[config.mk]
export PLATFORM = sky130hd
export DESIGN_NAME = imem_aligner
export DESIGN_NICKNAME = d
export VERILOG_FILES = /design/src/rtl/imem_aligner.sv
export SDC_FILE = /design/constraint.sdc
export NUM_CORES = 1
export LEC_CHECK = 0
export CAP_MARGIN = 20
export CORE_ASPECT_RATIO = 1.2
export CORE_MARGIN = 4
export CORE_UTILIZATION = 34
export CTS_CLUSTER_SIZE = 16
export DETAILED_ROUTE_END_ITERATION = 8
export PLACE_DENSITY = 0.6
export SLEW_MARGIN = 20
export SYNTH_ARGS = -nofsm -noshare
export SYNTH_HDL_FRONTEND = slang
export SYNTH_SLANG_ARGS = --single-unit
export TNS_END_PERCENT = 20
[constraint.sdc]
create_clock -name clk -period 11.55 [get_ports clk]
set_input_delay 1.155 -clock clk [delete_from_list [all_inputs] [get_ports clk]]
set_output_delay 1.155 -clock clk [all_outputs]
set_load 0.02 [all_outputs]
[src/rtl/imem_aligner.sv]
// Instruction memory front end: returns the left-aligned 64-bit window at a
// halfword-aligned fetch address, backed by a two-word buffer refilled over req/ack.
module imem_aligner #(
    parameter int ADDR_W = 64
) (
    input  logic              clk,
    input  logic              rst_n,
    input  logic [ADDR_W-1:0] cpu_addr,
    input  logic              cpu_addr_valid,
    output logic [63:0]       cpu_data,
    output logic              cpu_data_valid,
    input  logic              flush,
    output logic [ADDR_W-1:0] mem_addr,
    output logic              mem_req,
    input  logic              mem_ack,
    input  logic [63:0]       mem_rdata
);

    localparam int WW = ADDR_W - 3;

    typedef enum logic {
        IDLE,
        REQ
    } state_t;

    state_t          r_state;
    state_t          w_state_nxt;
    logic            r_drop;
    logic            w_drop_nxt;
    logic [WW-1:0]   r_fill_w;
    logic [WW-1:0]   w_fill_nxt;

    logic [1:0]      r_valid;
    logic [WW-1:0]   r_tag  [2];
    logic [63:0]     r_data [2];

    logic [WW-1:0]   w_w0;
    logic [WW-1:0]   w_w1;
    logic [1:0]      w_off;
    logic            w_accept;
    logic            w_fill_e;
    logic [1:0]      w_ev;
    logic [WW-1:0]   w_et [2];
    logic [63:0]     w_ed [2];
    logic            w_hit0;
    logic            w_hit1;
    logic            w_lookup;
    logic            w_hit;
    logic            w_miss;
    logic [WW-1:0]   w_miss_w;
    logic [127:0]    w_pair;
    logic [127:0]    w_shifted;
    logic [63:0]     w_window;
    logic [64:0]     w_unused;

    assign w_w0     = cpu_addr[ADDR_W-1:3];
    assign w_w1     = w_w0 + {{(WW-1){1'b0}}, 1'b1};
    assign w_off    = cpu_addr[2:1];
    assign w_fill_e = r_fill_w[0];
    // A response accepted this edge is visible to the same edge's lookup.
    assign w_accept = (r_state == REQ) && mem_ack && !r_drop && !flush;

    // NOTE: every always_comb output gets a default first so no latch is inferred.
    always_comb begin
        for (int e = 0; e < 2; e++) begin
            w_ev[e] = r_valid[e];
            w_et[e] = r_tag[e];
            w_ed[e] = r_data[e];
            if (w_accept && (w_fill_e == 1'(e))) begin
                w_ev[e] = 1'b1;
                w_et[e] = r_fill_w;
                w_ed[e] = mem_rdata;
            end
        end
    end

    assign w_hit0    = w_ev[w_w0[0]] && (w_et[w_w0[0]] == w_w0);
    assign w_hit1    = (w_off == 2'd0) || (w_ev[w_w1[0]] && (w_et[w_w1[0]] == w_w1));
    assign w_lookup  = cpu_addr_valid && !flush;
    assign w_hit     = w_lookup && w_hit0 && w_hit1;
    assign w_miss    = w_lookup && !(w_hit0 && w_hit1);
    assign w_miss_w  = w_hit0 ? w_w1 : w_w0;

    assign w_pair    = {w_ed[w_w0[0]], w_ed[w_w1[0]]};
    assign w_shifted = w_pair << {w_off, 4'b0000};
    assign w_window  = w_shifted[127:64];
    assign w_unused  = {cpu_addr[0], w_shifted[63:0]};

    assign mem_req  = (r_state == REQ);
    assign mem_addr = {r_fill_w, 3'b000};

    always_comb begin
        w_state_nxt = r_state;
        w_fill_nxt  = r_fill_w;
        w_drop_nxt  = r_drop;
        case (r_state)
            IDLE: begin
                if (w_miss) begin
                    w_state_nxt = REQ;
                    w_fill_nxt  = w_miss_w;
                end
            end
            REQ: begin
                if (mem_ack) begin
                    w_state_nxt = IDLE;
                    w_drop_nxt  = 1'b0;
                    if (w_miss) begin
                        w_state_nxt = REQ;
                        w_fill_nxt  = w_miss_w;
                    end
                end else if (flush) begin
                    w_drop_nxt = 1'b1;
                end
            end
            default: w_state_nxt = IDLE;
        endcase
    end

    // NOTE: sequential state uses non-blocking assignments only, so every
    // register samples pre-edge values regardless of block ordering.
    always_ff @(posedge clk or negedge rst_n) begin
        if (!rst_n) begin
            r_state  <= IDLE;
            r_drop   <= 1'b0;
            r_fill_w <= '0;
        end else begin
            r_state  <= w_state_nxt;
            r_drop   <= w_drop_nxt;
            r_fill_w <= w_fill_nxt;
        end
    end

    always_ff @(posedge clk or negedge rst_n) begin
        if (!rst_n) begin
            r_valid        <= 2'b00;
            cpu_data       <= '0;
            cpu_data_valid <= 1'b0;
        end else begin
            if (flush) begin
                r_valid <= 2'b00;
            end else if (w_accept) begin
                r_valid[w_fill_e] <= 1'b1;
            end
            cpu_data_valid <= w_hit;
            if (w_hit) begin
                cpu_data <= w_window;
            end
        end
    end

    // NOTE: tag/data storage is not reset; the valid bits alone qualify it.
    always_ff @(posedge clk) begin
        if (w_accept) begin
            r_tag[w_fill_e]  <= r_fill_w;
            r_data[w_fill_e] <= mem_rdata;
        end
    end

endmodule

# After elaboration in Yosys (flattened, before gate mapping)
# Memory sizes are Yosys's and may differ from the RTL's.
# Index checks and enable logic that the tools add are counted.
word_totals:
  ff_bits: 130
  ramBits: 250
  output_inout_bits: 130
  elab_cells: 82
  memories: 2
mem_list:
  columns: ["memory", "words", "width", "rd", "rd_ports_with_merged_regs", "write_ports", "line_no", "text"]
  rows:
  - ["r_data", 2, 64, 2, 0, 1, "35", "logic [63:0] r_data [2];"]
  - ["r_tag", 2, 61, 2, 0, 1, "34", "logic [WW-1:0] r_tag [2];"]
op_classes:
  add_sub_neg: 1
  magnitude_cmp: 6
  n_eq_ne: 3
  shift: 1
  muxes: 37
  n_bitwise: 5
  n_reduce_logical: 21
op_table:
  columns: ["op", "count"]
  rows:
  - ["61-bit 2-to-1 mux", 11]
  - ["64-bit 2-to-1 mux", 8]
  - ["128-bit by 6-bit << shifter with 128-bit output", 1]
  - ["61-bit equality test", 2]
  - ["61-bit case mux with 2 select lines", 1]
  - ["61-bit by 1-bit adder with 61-bit output, second input constant", 1]
  - ["1-bit logical AND", 13]
  - ["1-bit 2-to-1 mux", 13]
  - ["1-bit by 2-bit < comparator with 1-bit output, second input constant", 3]
  - ["2-bit >= comparator, second input constant", 2]
  - ["2-bit 2-to-1 mux", 2]
  - ["1-bit inverter with 2-bit output", 2]
  - ["2-bit nonzero test", 2]
  - ["1-bit zero test", 3]
  - ["2-bit zero test", 1]
  - ["2-bit != test, second input constant", 1]
  - ["1-bit inverter", 2]
  - ["2-bit OR", 1]
  - ["1-bit case mux with 2 select lines", 1]
  - ["2-bit AND reduction", 1]
  - ["1-bit demux with 1-bit select", 1]
  - ["1-bit >= comparator, second input constant", 1]
  - ["1-bit logical OR", 1]

# Logic depth before layout (Yosys ltp)
depth:
  ltp_word: 17
  mapped_depth: 17
  ltp_nobuf: 12

# Worst setup path before layout
# Ideal clock, no wire load.
synth_timing:
  path_kind: "in2reg"
  from: "input port flush"
  to: "register cpu_data[39]"
  setup_ns: 0.125
  arrival_ns: 6.854
  required_ns: 11.425
  setup_slack_ns: 4.571
  path_stages: 11
  n_path_buf: 3
  cell_sequence: "and4bb_2 > buf_6 > nand2_4 > inv_2 > buf_2 > buf_1 > mux2i_1 > mux2i_1 > a211oi_1 > a21oi_1 > mux2_2"
synth_via:
  elab_chain_len: 11
  elab_cells_between_ends: 35
  classes_between: "eq/ne: 2; shift: 1; mux: 22; reduce/logical: 10"
synth_rtl:
  columns: ["element", "line_no", "text"]
  rows:
  - ["start, declared", "12", "input logic flush,"]
  - ["1-bit zero test *", "61, 79", null]
  - ["parallel branches: the longest is 10 deep, another holds 128-bit by 6-bit << shifter with 128-bit output", null, null]
  - ["end signal, assigned", "146", "cpu_data <= w_window;"]
  - ["end, declared", "10", "output logic [63:0] cpu_data,"]
# Every way passes the cells marked *. The select of a mux whose other input is x is not followed.
# A chain may end at the register's enable or synchronous reset.

# Worst setup path after layout
layout_timing:
  from: "input port flush"
  to: "register cpu_data[19]"
# Same word-level chain as after synthesis.

==> metrics.yaml <==
min_period_ps: 7160
grt_setup_unrepaired: "false"
slowest_delay_ps: 700
grt_max_degree: 103
yosysTopAreaCell: "edfxtp_1"
postCtsSetupBuffers: 0
critPathSlowestCell: "nor4_1"
hold_class: "register to register"
ant_nets: 0
grt_pass1_wl_um: 127000
routedWlPerCell_um: 26.8
vias_per_cell: 5.64
syn_inst: 2149
setup_viol: 0
hold_violations: 0
final_max_slew_viol_count: 0
ir_drop_v: 0.000108
syn_area_per_cell_um2: 11.3
dp_hpwl_um: 62000
wirelength_um: 87300
numCtsBuffers: 44
die_area_um2: 75600
cts_tree: "yes"
synth_seq_cells: 380
synth_edf_count: 250
antenna_found_initial: 8
grt_pass1_vias: 18755
p_per_area_nw_per_um2: 130
worstPathArrival_ps: 7620
p_sw_mw: 1.09
first_pass_iters: 7
port_buffers: 258
netSwitchingFraction_pct: 29.1
rows: 106
internal-power_mw: 2.66
crit_path_frequent_cell: "buf_4"
drt_iter0_drc: 1146
core_um2: 70200
p_clk_share_pct: 38.3
worstMarginPinSlew_ps: 1080
report.power.total_mw: 3.76
fin_worst_skew_ps: 22.4
htreeDepth: 2
fin_crit_sh_pct: 62.0
seq_power_share_pct: 43.0
routabilityCongestion: 0.954
fin_setup_tns_ps: 0
relSlewSlack_pct: 27.8
cts.repair.resized: 0
start_kind: "primary input"
num-nets-final: 2428
synth_top_area_share_pct: 31.0
synth_most_common_cell: "mux2i_1"
synth.area.top_cells: "edfxtp_1, mux2i_1, dfrtp_1"
synth_ff_type: "edfxtp_1"
synth_area_um2: 24200
synth_common_cells: "mux2i_1, edfxtp_1, xnor2_1"
cts.clk_slew.worst_paths_ps: 60
p_comb_share_pct: 18.8
drv_cap: 0
dr_total_vias: 18351
p_leak_nw: 11.3
cp.required_ps: 12010
insertion_delay_ps: 590
die_height_um: 300
ctsLongestPathBuffers: 3
end_kind: "register"
io_pins: 263
async_flop_share_pct: 34.2
cts-root-buf: "clkbuf_16"
chipWidth_um: 252
grt_overflow: 0
drive_gt1_share_pct: 12.2
clock.fmax_mhz: 140
crit_type: "primary input to register"
start_util_pct: 34.5
crit_fanout: 64
clock-sinks: 380
status: "finished, final reports clean"
yosysWarningCount: 0
synth_seq_area_share_pct: 44.4
grt_usage_pct: 22.2
drc: 0
crit_chain: "clkdlybuf4s50_1, and4bb_2, nand2_4, buf_4, buf_4, mux2i_1, mux2i_1, xnor2_1, nor4_1, nand4_1, nor4_1, a31o_2, nor3b_4, buf_4, mux2_2"
cts_hold_buf: 0
synth_cell_type_count: 75
area_growth_pct: 19.0
## layout by cell type (no fill, tap or decap), drive strengths merged, types with 4 or more instances in the layout
| master | count |
|---|---|
| a211o | 9 |
| a211oi | 74 |
| a21boi | 12 |
| a21o | 7 |
| a21oi | 70 |
| a31oi | 22 |
| and3 | 50 |
| and4 | 14 |
| and4b | 6 |
| buf | 33 |
| clkbuf | 65 |
| clkdlybuf4s50 | 254 |
| clkinv | 9 |
| dfrtp | 130 |
| diode | 5 |
| edfxtp | 250 |
| inv | 20 |
| mux2 | 146 |
| mux2i | 357 |
| mux4 | 30 |
| nand2 | 139 |
| nand2b | 14 |
| nand3 | 73 |
| nand4 | 69 |
| nor2 | 71 |
| nor2b | 19 |
| nor3 | 35 |
| nor4 | 34 |
| o211ai | 20 |
| o21a | 5 |
| o21ai | 25 |
| or2 | 4 |
| xnor2 | 167 |
| xor2 | 39 |
## metal layers
metal | track usage [%] | wire, um | vias up
met3 | 5.09 | 5310 | 143
met5 | 0 | 15 | -
met2 | 39.7 | 44100 | 574
met1 | 26.0 | 34300 | 9250
met4 | 8.36 | 3680 | 4
li1 | - | - | 8380
## path summary, 6_finish.rpt
| path | cells past startpoint | end | slack [ps] | start |
|---|---|---|---|---|
| setup / recovery | 15 | cpu_data[19] | 4390 | flush |
| hold reg to reg | 1 | cpu_data[56] | 490 | cpu_data[56] |
| min in group asynchronous | 1 | r_fill_w[14] | 630 | rst_n |
| setup reg to reg | 14 | cpu_data[19] | 5130 | mem_req |
| max in group asynchronous | 2 | r_fill_w[0] | 9370 | rst_n |
| hold / removal | 1 | cpu_data[56] | 490 | cpu_data[56] |
## per-stage QoR
| step | utilization (%) | area (um^2) | std cells | setup slack (ps) | hold WS [ps] |
|---|---|---|---|---|---|
| 6_report | 41.1 | 28800 | 3253 | 4390 | 489 |
| 5_1_grt | 41.1 | 28800 | 3249 | 4270 | 516 |
| 4_1_cts | 41.1 | 28800 | 3248 | 4390 | 496 |
| 3_5_place_dp | 39.0 | 27300 | 3166 | 3760 | 479 |
| 3_3_place_gp | 39.0 | 27300 | 3166 | 3840 | 474 |
| 2_1_floorplan | - | 24200 | 2151 | 4570 | 458 |
## critical path, delay by kind of cell
kind,cells,cell delay [ps]
AO/OA/AOI/OAI,1,320
XOR/XNOR,1,220
buffers and inverters,4,2380
multiplexers,3,830
AND/OR/NAND/NOR,6,2480
## power groups by stage
stage | registers [mW] | clock network (mW) | logic, mW
2_1_floorplan | 1.67 | 0 | 0.357
3_3_place_gp | 1.63 | 0 | 0.703
3_5_place_dp | 1.64 | 0 | 0.709
4_1_cts | 1.61 | 1.48 | 0.713
5_1_grt | 1.62 | 1.53 | 0.748
6_report | 1.61 | 1.44 | 0.706
## logic make-up (layout without fill, tap and decap cells)
family	count (synthesis)	after routing	share of synthesized area, %
xor+xnor	207	207	7.54
compound gates	273	273	7.57
flops	380	380	44.4
mux	533	533	24.3
fa+ha+maj	1	1	0.0516
other cells	1	8	0.0155
buf+inv	206	385	3.95
simple gates	548	548	12.1
## sequential cells by signal (all words and copies together), names as in the netlist
signal	count
cpu_data	64
cpu_data_valid	1
mem_req	1
r_data	128
r_drop	1
r_fill_w	61
r_tag	122
r_valid	2
## final cells by class
class	count	area (um^2)
diodes	5	12.5
clock buffers	64	1280
clock inverters	18	183
fillers	6643	41300
inverters	15	73.8
multi-input cells	1565	12500
flip-flops and latches	380	10800
well taps	918	1150
repair buffers	288	2820
Power figures use the tool's default switching activity.
